**src/rtl/serial_subtractor.sv**
```systemverilog
// Bit-serial two's-complement subtractor: a - b, one bit per clock,
// built from one full-adder cell fed with ~b and an initial carry of 1.
module serial_subtractor #(
   parameter int WIDTH = 8
) (
   input  logic             clk,
   input  logic             reset_n,
   input  logic             start_valid,
   output logic             start_ready,
   input  logic [WIDTH-1:0] a,
   input  logic [WIDTH-1:0] b,
   output logic             busy,
   output logic             result_valid,
   input  logic             result_ready,
   output logic [WIDTH-1:0] difference,
   output logic             borrowout,
   output logic             overflow
);

   localparam int CW = $clog2(WIDTH);

   typedef enum logic [1:0] {
      IDLE  = 2'd0,
      SHIFT = 2'd1,
      DONE  = 2'd2
   } state_t;

   state_t           state_q;
   logic [WIDTH-1:0] a_q;
   logic [WIDTH-1:0] nb_q;
   logic [WIDTH-1:0] diff_q;
   logic [CW-1:0]    cnt_q;
   logic             carry_q;
   logic             rdy_q;
   logic             busy_q;
   logic             vld_q;
   logic             bo_q;
   logic             ovf_q;

   logic             s_d;
   logic             carry_d;
   logic             last_d;

   // Full-adder cell on the current LSBs of the operand shifters
   always_comb begin
      s_d     = a_q[0] ^ nb_q[0] ^ carry_q;
      carry_d = (a_q[0] & nb_q[0]) |
                (a_q[0] & carry_q) |
                (nb_q[0] & carry_q);
      last_d  = (cnt_q == CW'(WIDTH - 1));
   end

   always_ff @(posedge clk or negedge reset_n) begin
      if (!reset_n) begin
         state_q <= IDLE;
         a_q     <= '0;
         nb_q    <= '0;
         diff_q  <= '0;
         cnt_q   <= '0;
         carry_q <= 1'b0;
         rdy_q   <= 1'b1;
         busy_q  <= 1'b0;
         vld_q   <= 1'b0;
         bo_q    <= 1'b0;
         ovf_q   <= 1'b0;
      end else begin
         unique case (state_q)
            IDLE: begin
               if (start_valid) begin
                  a_q     <= a;
                  nb_q    <= ~b;
                  carry_q <= 1'b1;
                  cnt_q   <= '0;
                  rdy_q   <= 1'b0;
                  busy_q  <= 1'b1;
                  state_q <= SHIFT;
               end
            end
            SHIFT: begin
               a_q     <= {1'b0, a_q[WIDTH-1:1]};
               nb_q    <= {1'b0, nb_q[WIDTH-1:1]};
               diff_q  <= {s_d, diff_q[WIDTH-1:1]};
               carry_q <= carry_d;
               cnt_q   <= cnt_q + 1'b1;
               if (last_d) begin
                  // carry_q is the carry into the MSB here
                  bo_q    <= ~carry_d;
                  ovf_q   <= carry_q ^ carry_d;
                  busy_q  <= 1'b0;
                  vld_q   <= 1'b1;
                  state_q <= DONE;
               end
            end
            DONE: begin
               if (result_ready) begin
                  vld_q   <= 1'b0;
                  rdy_q   <= 1'b1;
                  state_q <= IDLE;
               end
            end
            default: begin
               busy_q  <= 1'b0;
               vld_q   <= 1'b0;
               rdy_q   <= 1'b1;
               state_q <= IDLE;
            end
         endcase
      end
   end

   assign start_ready  = rdy_q;
   assign busy         = busy_q;
   assign result_valid = vld_q;
   assign difference   = diff_q;
   assign borrowout    = bo_q;
   assign overflow     = ovf_q;

endmodule

```
**config.mk**
```make
export PLATFORM = sky130hd
export DESIGN_NAME = serial_subtractor
export DESIGN_NICKNAME = d
export VERILOG_FILES = /design/src/rtl/serial_subtractor.sv
export SDC_FILE = /design/constraint.sdc
export NUM_CORES = 1
export LEC_CHECK = 0
export BUFFER_PORTS_ARGS = -buffer_cell sky130_fd_sc_hd__buf_2
export CAP_MARGIN = 10
export CORE_MARGIN = 3
export CORE_UTILIZATION = 40
export DETAILED_ROUTE_END_ITERATION = 10
export GPL_TIMING_DRIVEN = 0
export HOLD_SLACK_MARGIN = 0.12
export PLACE_DENSITY = 0.62
export SYNTH_ARGS = -nofsm -noshare
export SYNTH_HDL_FRONTEND = slang
export SYNTH_SLANG_ARGS = --single-unit
```
**constraint.sdc**
```tcl
create_clock -name clk -period 2.11 [get_ports clk]
set_input_delay 0.1055 -clock clk [delete_from_list [all_inputs] [get_ports clk]]
set_output_delay 0.1055 -clock clk [all_outputs]
set_load 0.01 [all_outputs]
```
# == After elaboration in Yosys (flattened, before gate mapping) ==
# Cells that the tools add are included.
# W data, S select, Z words.
# op_classes
eq_ne,6
bitwise,13
addsub,1
mux,20
reduce_logical,8
# ops
cell,n
$pmux W8 S2,2
$mux W8,2
$reduce_and A3 Y1,4
$pmux W1 S3,3
$not A8 Y8,1
$mux W1,6
$mux W2,3
$ne A2 B2 Y1 const B,3
$pmux W2 S3,1
$pmux W3 S2,1
$not A1 Y1,4
$reduce_and A2 Y1,2
$add A3 B1 Y3 const B,1
$and A1 B1 Y1,3
$eq A3 B3 Y1 const B,1
$mux W3,1
$xor A1 B1 Y1,3
$eq A2 B1 Y1 const B,1
$eq A2 B2 Y1 const B,1
$logic_not A2 Y1,1
$or A1 B1 Y1,2
$pmux W1 S2,1
$reduce_bool A2 Y1,1
# word_totals
word_cells,59
reg_bits,35
out_inout_bits,13

# == Longest topological paths before layout ==
# depth
ltp_word,4
depth_mapped,5
mapped_depth_nobuf,5

# == Worst setup path after synthesis ==
# No wires, ideal clock.
# synth_timing
kind,register -> register
startpoint,register cnt_q[0]
endpoint,"register bo_q, in the netlist borrowout"
period_less_slack_ps,1360
path_slack_ps,750
n_path_buf,0
stages_incl_launch_ff,5
t_arrival_ps,1235
path_cell_list,dfrtp_1 -> ha_1 -> ha_1 -> nand3b_1 -> mux2_2
# synth_between
elab_chain_len,2
# synth_rtl
element,line_no,source
from (decl),32,logic [CW-1:0] cnt_q;
from (signal assigned),84,cnt_q <= cnt_q + 1'b1;
$eq A3 B3 Y1,50,last_d = (cnt_q == CW'(WIDTH - 1));
$reduce_and A2 Y1 (no source line),n/a,
to (signal assigned),87,bo_q <= ~carry_d;
to (decl),37,logic bo_q;
# Every way passes these cells.
# A chain may end at the register's enable or synchronous reset.

# == Final worst setup path ==
# layout_timing
startpoint,register state_q[1]
endpoint,register nb_q[7]
# layout_between
elab_chain_len,3
elab_cells_between_ends,6
# layout_rtl
element,line_no,source
from (decl),28,state_t state_q;
from (signal assigned),55,state_q <= IDLE;
from (signal assigned),76,state_q <= SHIFT;
from (signal assigned),91,state_q <= DONE;
$eq A2 B1 Y1 / $logic_not A2 Y1 (equally long branches),67,unique case (state_q)
$reduce_bool A2 Y1 (no source line) / $ne A2 B2 Y1 (equally long branches),n/a,
$reduce_and A2 Y1 (no source line),n/a,
to (signal assigned),71,nb_q <= ~b;
to (signal assigned),81,"nb_q <= {1'b0, nb_q[WIDTH-1:1]};"
to (decl),30,logic [WIDTH-1:0] nb_q;
# Several ways; a longest one is shown, not always the timed one.

==> flow_results.xml <==
<?xml version="1.0" encoding="UTF-8"?>
<metrics>
  <group name="place">
    <metric name="place_congestion" unit="">0.7627</metric>
    <metric name="port_buffers" unit="">32</metric>
    <metric name="hpwl_after_dpl" unit="mm">2.372</metric>
  </group>
  <group name="worst_hold_path">
    <metric name="worstHoldPathType" unit="">in -&gt; reg</metric>
  </group>
  <group name="worst_setup_path">
    <metric name="setup.worst_path.end_class" unit="">flop</metric>
    <metric name="crit_path_max_fanout" unit="">10</metric>
    <metric name="worst_setup_sp_type" unit="">flop</metric>
    <metric name="worstPathRequired" unit="ns">2.28</metric>
    <metric name="cp.arrival" unit="ns">1.96</metric>
    <metric name="crit_type" unit="">reg -&gt; reg</metric>
  </group>
  <group name="floorplan">
    <metric name="core.rowCount" unit="">22</metric>
    <metric name="initial_utilization" unit="">0.4241</metric>
    <metric name="die_area" unit="um2">4762</metric>
    <metric name="die_h" unit="um">69.01</metric>
    <metric name="fp.dieW" unit="um">69.01</metric>
    <metric name="i_o_pin_count" unit="">33</metric>
    <metric name="coreArea" unit="um2">3744</metric>
  </group>
  <group name="synth">
    <metric name="synth_compound_gate_area_share" unit="">0.1765</metric>
    <metric name="number_of_nets_produced_by_synthesis" unit="">170</metric>
    <metric name="main_combinational_cell_family_by_area_after_synthesis" unit="">simple AND/OR/NAND/NOR gates</metric>
    <metric name="number_of_enable_flip_flop_cells_after_synthesis" unit="">0</metric>
    <metric name="synthesis.instances" unit="">147</metric>
    <metric name="area_of_the_mapped_netlist" unit="um2">1588</metric>
    <metric name="syn_avg_cell_area" unit="um2">10.80</metric>
    <metric name="async_flop_share" unit="">1.000</metric>
    <metric name="synthesized_area_fraction_occupied_by_adder_cells" unit="">0.02837</metric>
    <metric name="commonest_register_cell_after_synthesis" unit="">dfrtp_1</metric>
    <metric name="synth-simple-area-share" unit="">0.1773</metric>
    <metric name="yosys_warnings" unit="">0</metric>
    <metric name="synth-seq-cells" unit="">35</metric>
    <metric name="yosys.area_share.xor_xnor" unit="">0.005516</metric>
    <metric name="ys_seq_area_frac" unit="">0.5524</metric>
    <metric name="synth.distinct_cells" unit="">31</metric>
    <metric name="synth_mux_area_frac" unit="">0.007092</metric>
  </group>
  <group name="clocking">
    <metric name="count_of_h_tree_levels_built_during_cts" unit="">2</metric>
    <metric name="clockRootBuffer" unit="">clkbuf_8</metric>
    <metric name="clk_pin_slew" unit="ns">0.07</metric>
    <metric name="clk_path_buf_depth" unit="">2</metric>
    <metric name="clk_latency" unit="ns">0.28</metric>
    <metric name="resized_gates_after_cts" unit="">0</metric>
    <metric name="cts-hold-fix-buffers" unit="">8</metric>
    <metric name="cts_tree" unit="">yes</metric>
    <metric name="cts_setup_buffers" unit="">0</metric>
    <metric name="cts_made_buffers" unit="">5</metric>
    <metric name="numClockSinks" unit="">35</metric>
  </group>
  <group name="grt">
    <metric name="grt_pass1_vias" unit="">1290</metric>
    <metric name="antenna_violations_before_repair" unit="">0</metric>
    <metric name="pin_count_of_the_biggest_net_entering_global_routing" unit="">36</metric>
    <metric name="grt.total_usage" unit="">0.1479</metric>
    <metric name="grt_first_pass_wirelength" unit="mm">5.789</metric>
    <metric name="grt_overflow" unit="">0</metric>
  </group>
  <group name="power_and_ir_drop">
    <metric name="vdd_ir_drop_max" unit="mV">0.5993</metric>
    <metric name="power.static_leakage" unit="nW">0.9546</metric>
    <metric name="power.total" unit="mW">2.852</metric>
    <metric name="power.density" unit="nW/um2">1441</metric>
  </group>
  <group name="route">
    <metric name="detail_route.iter0.violations" unit="">52</metric>
    <metric name="detail_route.vias_per_cell" unit="">5.255</metric>
    <metric name="drt_drc_violations_left" unit="">0</metric>
    <metric name="post_detailed_route_wirelength_per_cell" unit="um">13.32</metric>
    <metric name="postRouteWirelength" unit="mm">3.237</metric>
    <metric name="first_pass_iters" unit="">4</metric>
    <metric name="via_count" unit="">1277</metric>
    <metric name="detail-route-antenna-nets" unit="">0</metric>
  </group>
  <group name="timing">
    <metric name="relSlewSlack" unit="">0.4981</metric>
    <metric name="timing.setup.tns" unit="ns">0</metric>
    <metric name="unrepaired_setup_endpoints_after_global_routing" unit="">no</metric>
    <metric name="layout_min_cycle_time" unit="ns">1.789</metric>
    <metric name="slew_violations" unit="">0</metric>
    <metric name="final-setup-viol-count" unit="">0</metric>
    <metric name="worst_pin_slew" unit="ns">0.7528</metric>
    <metric name="achievable-frequency" unit="MHz">558.8</metric>
    <metric name="hold_violation_count_in_the_final_report" unit="">0</metric>
    <metric name="worst_clock_skew" unit="ns">0.006618</metric>
    <metric name="final_min_period_over_clock_period" unit="">0.8481</metric>
  </group>
  <group name="finish">
    <metric name="area_delta_synth_final" unit="%">24.67</metric>
    <metric name="final_core_util" unit="">0.5287</metric>
    <metric name="n_antenna_cell" unit="">0</metric>
    <metric name="final_layout_size_suffix_gt1_frac" unit="">0.3077</metric>
    <metric name="design.final.nets" unit="">217</metric>
  </group>
  <group name="job">
    <metric name="drv_cap" unit="">0</metric>
  </group>
  <group name="run_status">
    <metric name="status" unit="">finished, final reports clean</metric>
  </group>
</metrics>
==> kinds of logic after synthesis <==
group / count (synthesis)
and+or+nand+nor: 60
DFF: 35
AOI/OAI and AO/OA: 33
buffers and inverters: 14
adders and majority gates: 3
xor gates and xnor gates: 1
muxes: 1
==> where the power goes <==
part | switching, mW | internal (mW)
Clock | 0.219 | 0.263
Combinational | 0.613 | 0.588
Sequential | 0.186 | 0.982
==> flip-flops by register name, indices dropped and copies added, names as in the netlist <==
signal        count
busy              1
state_q           2
nb_q              8
cnt_q             3
borrowout         1
carry_q           1
difference        8
overflow          1
result_valid      1
start_ready       1
a_q               8
==> stage by stage <==
stage	setup slack (ns)	cell area [um2]	std cells	hold WS (ns)
6_report	0.3205	1979	243	0.1248
4_1_cts	0.3420	1979	243	0.1210
5_1_grt	0.2316	1979	243	0.1202
3_3_place_gp	0.6617	1808	227	0.2175
2_1_floorplan	0.7505	1588	147	-0.1901
3_5_place_dp	0.6531	1808	227	0.2204
==> metal layers <==
| layer | vias to the layer above | wire [um] | track usage |
|---|---|---|---|
| li1 | 609 | - | - |
| met1 | 626 | 1389 | 0.1833 |
| met2 | 36 | 1612 | 0.2426 |
| met3 | 6 | 188 | 0.03936 |
| met4 | 0 | 46 | 0.06291 |
| met5 | - | 0 | 0 |
==> synth_stat cells (3+ instances only) <==
cell | number | area [um2]
o21ai_0 | 6 | 30.03
buf_2 | 4 | 20.02
nand2b_1 | 3 | 18.77
dfrtp_1 | 34 | 850.8
o221a_2 | 5 | 56.30
o221a_1 | 4 | 45.04
buf_4 | 3 | 22.52
nor3_1 | 4 | 20.02
inv_1 | 5 | 18.77
nor2_1 | 10 | 37.54
nand3_1 | 5 | 25.02
a211oi_2 | 3 | 37.54
a21oi_1 | 6 | 30.03
nor2b_1 | 4 | 25.02
nand3b_1 | 6 | 45.04
nand2_1 | 26 | 97.59
==> area by class of cell <==
cell class                      instances  area (um2)
Timing Repair Buffer                   40       240.2
Tap cell                               48       60.06
Fill cell                             374        1764
Clock inverter                          1       5.005
Buffer                                  9       65.06
Sequential cell                        35       877.1
Multi-Input combinational cell         98       626.9
Clock buffer                            7       86.33
Inverter                                5       18.77
==> path summary, 6_finish.rpt <==
kind | cells past startpoint | slack [ns] | startpoint | end
max | 5 | 0.32 | state_q[1] | nb_q[7]
min in group asynchronous | 2 | 0.44 | reset_n | nb_q[3]
max reg2reg | 5 | 0.32 | state_q[1] | nb_q[7]
min | 3 | 0.12 | b[0] | nb_q[0]
min reg2reg | 1 | 0.48 | cnt_q[0] | cnt_q[0]
max in group asynchronous | 2 | 1.19 | reset_n | a_q[1]
==> worst max-delay path: stages, from the launching register on <==
cell	delay, ns
dfrtp_1	0.42
buf_2	0.20
buf_2	0.20
o21ai_0	0.22
o41ai_1	0.10
dlygate4sd3_1	0.56
==> placed cells by master, fill, tap and decap left out, types with 2 or more instances in the layout <==
cell and instances:
clkbuf_8 6, a22o_1 2, nand3_1 5, nor3_1 4
buf_2 36, buf_4 3, ha_1 2, nor2_1 10
inv_1 5, nor2b_1 4, a21oi_1 6, nand3b_1 6
nand2_1 26, o22a_1 2, dlygate4sd3_1 8, buf_6 2
o221a_1 4, a211oi_2 3, dfrtp_1 34, o221a_2 5
nand2b_1 3, o21ai_0 6
(Power assumes the default switching activity.)
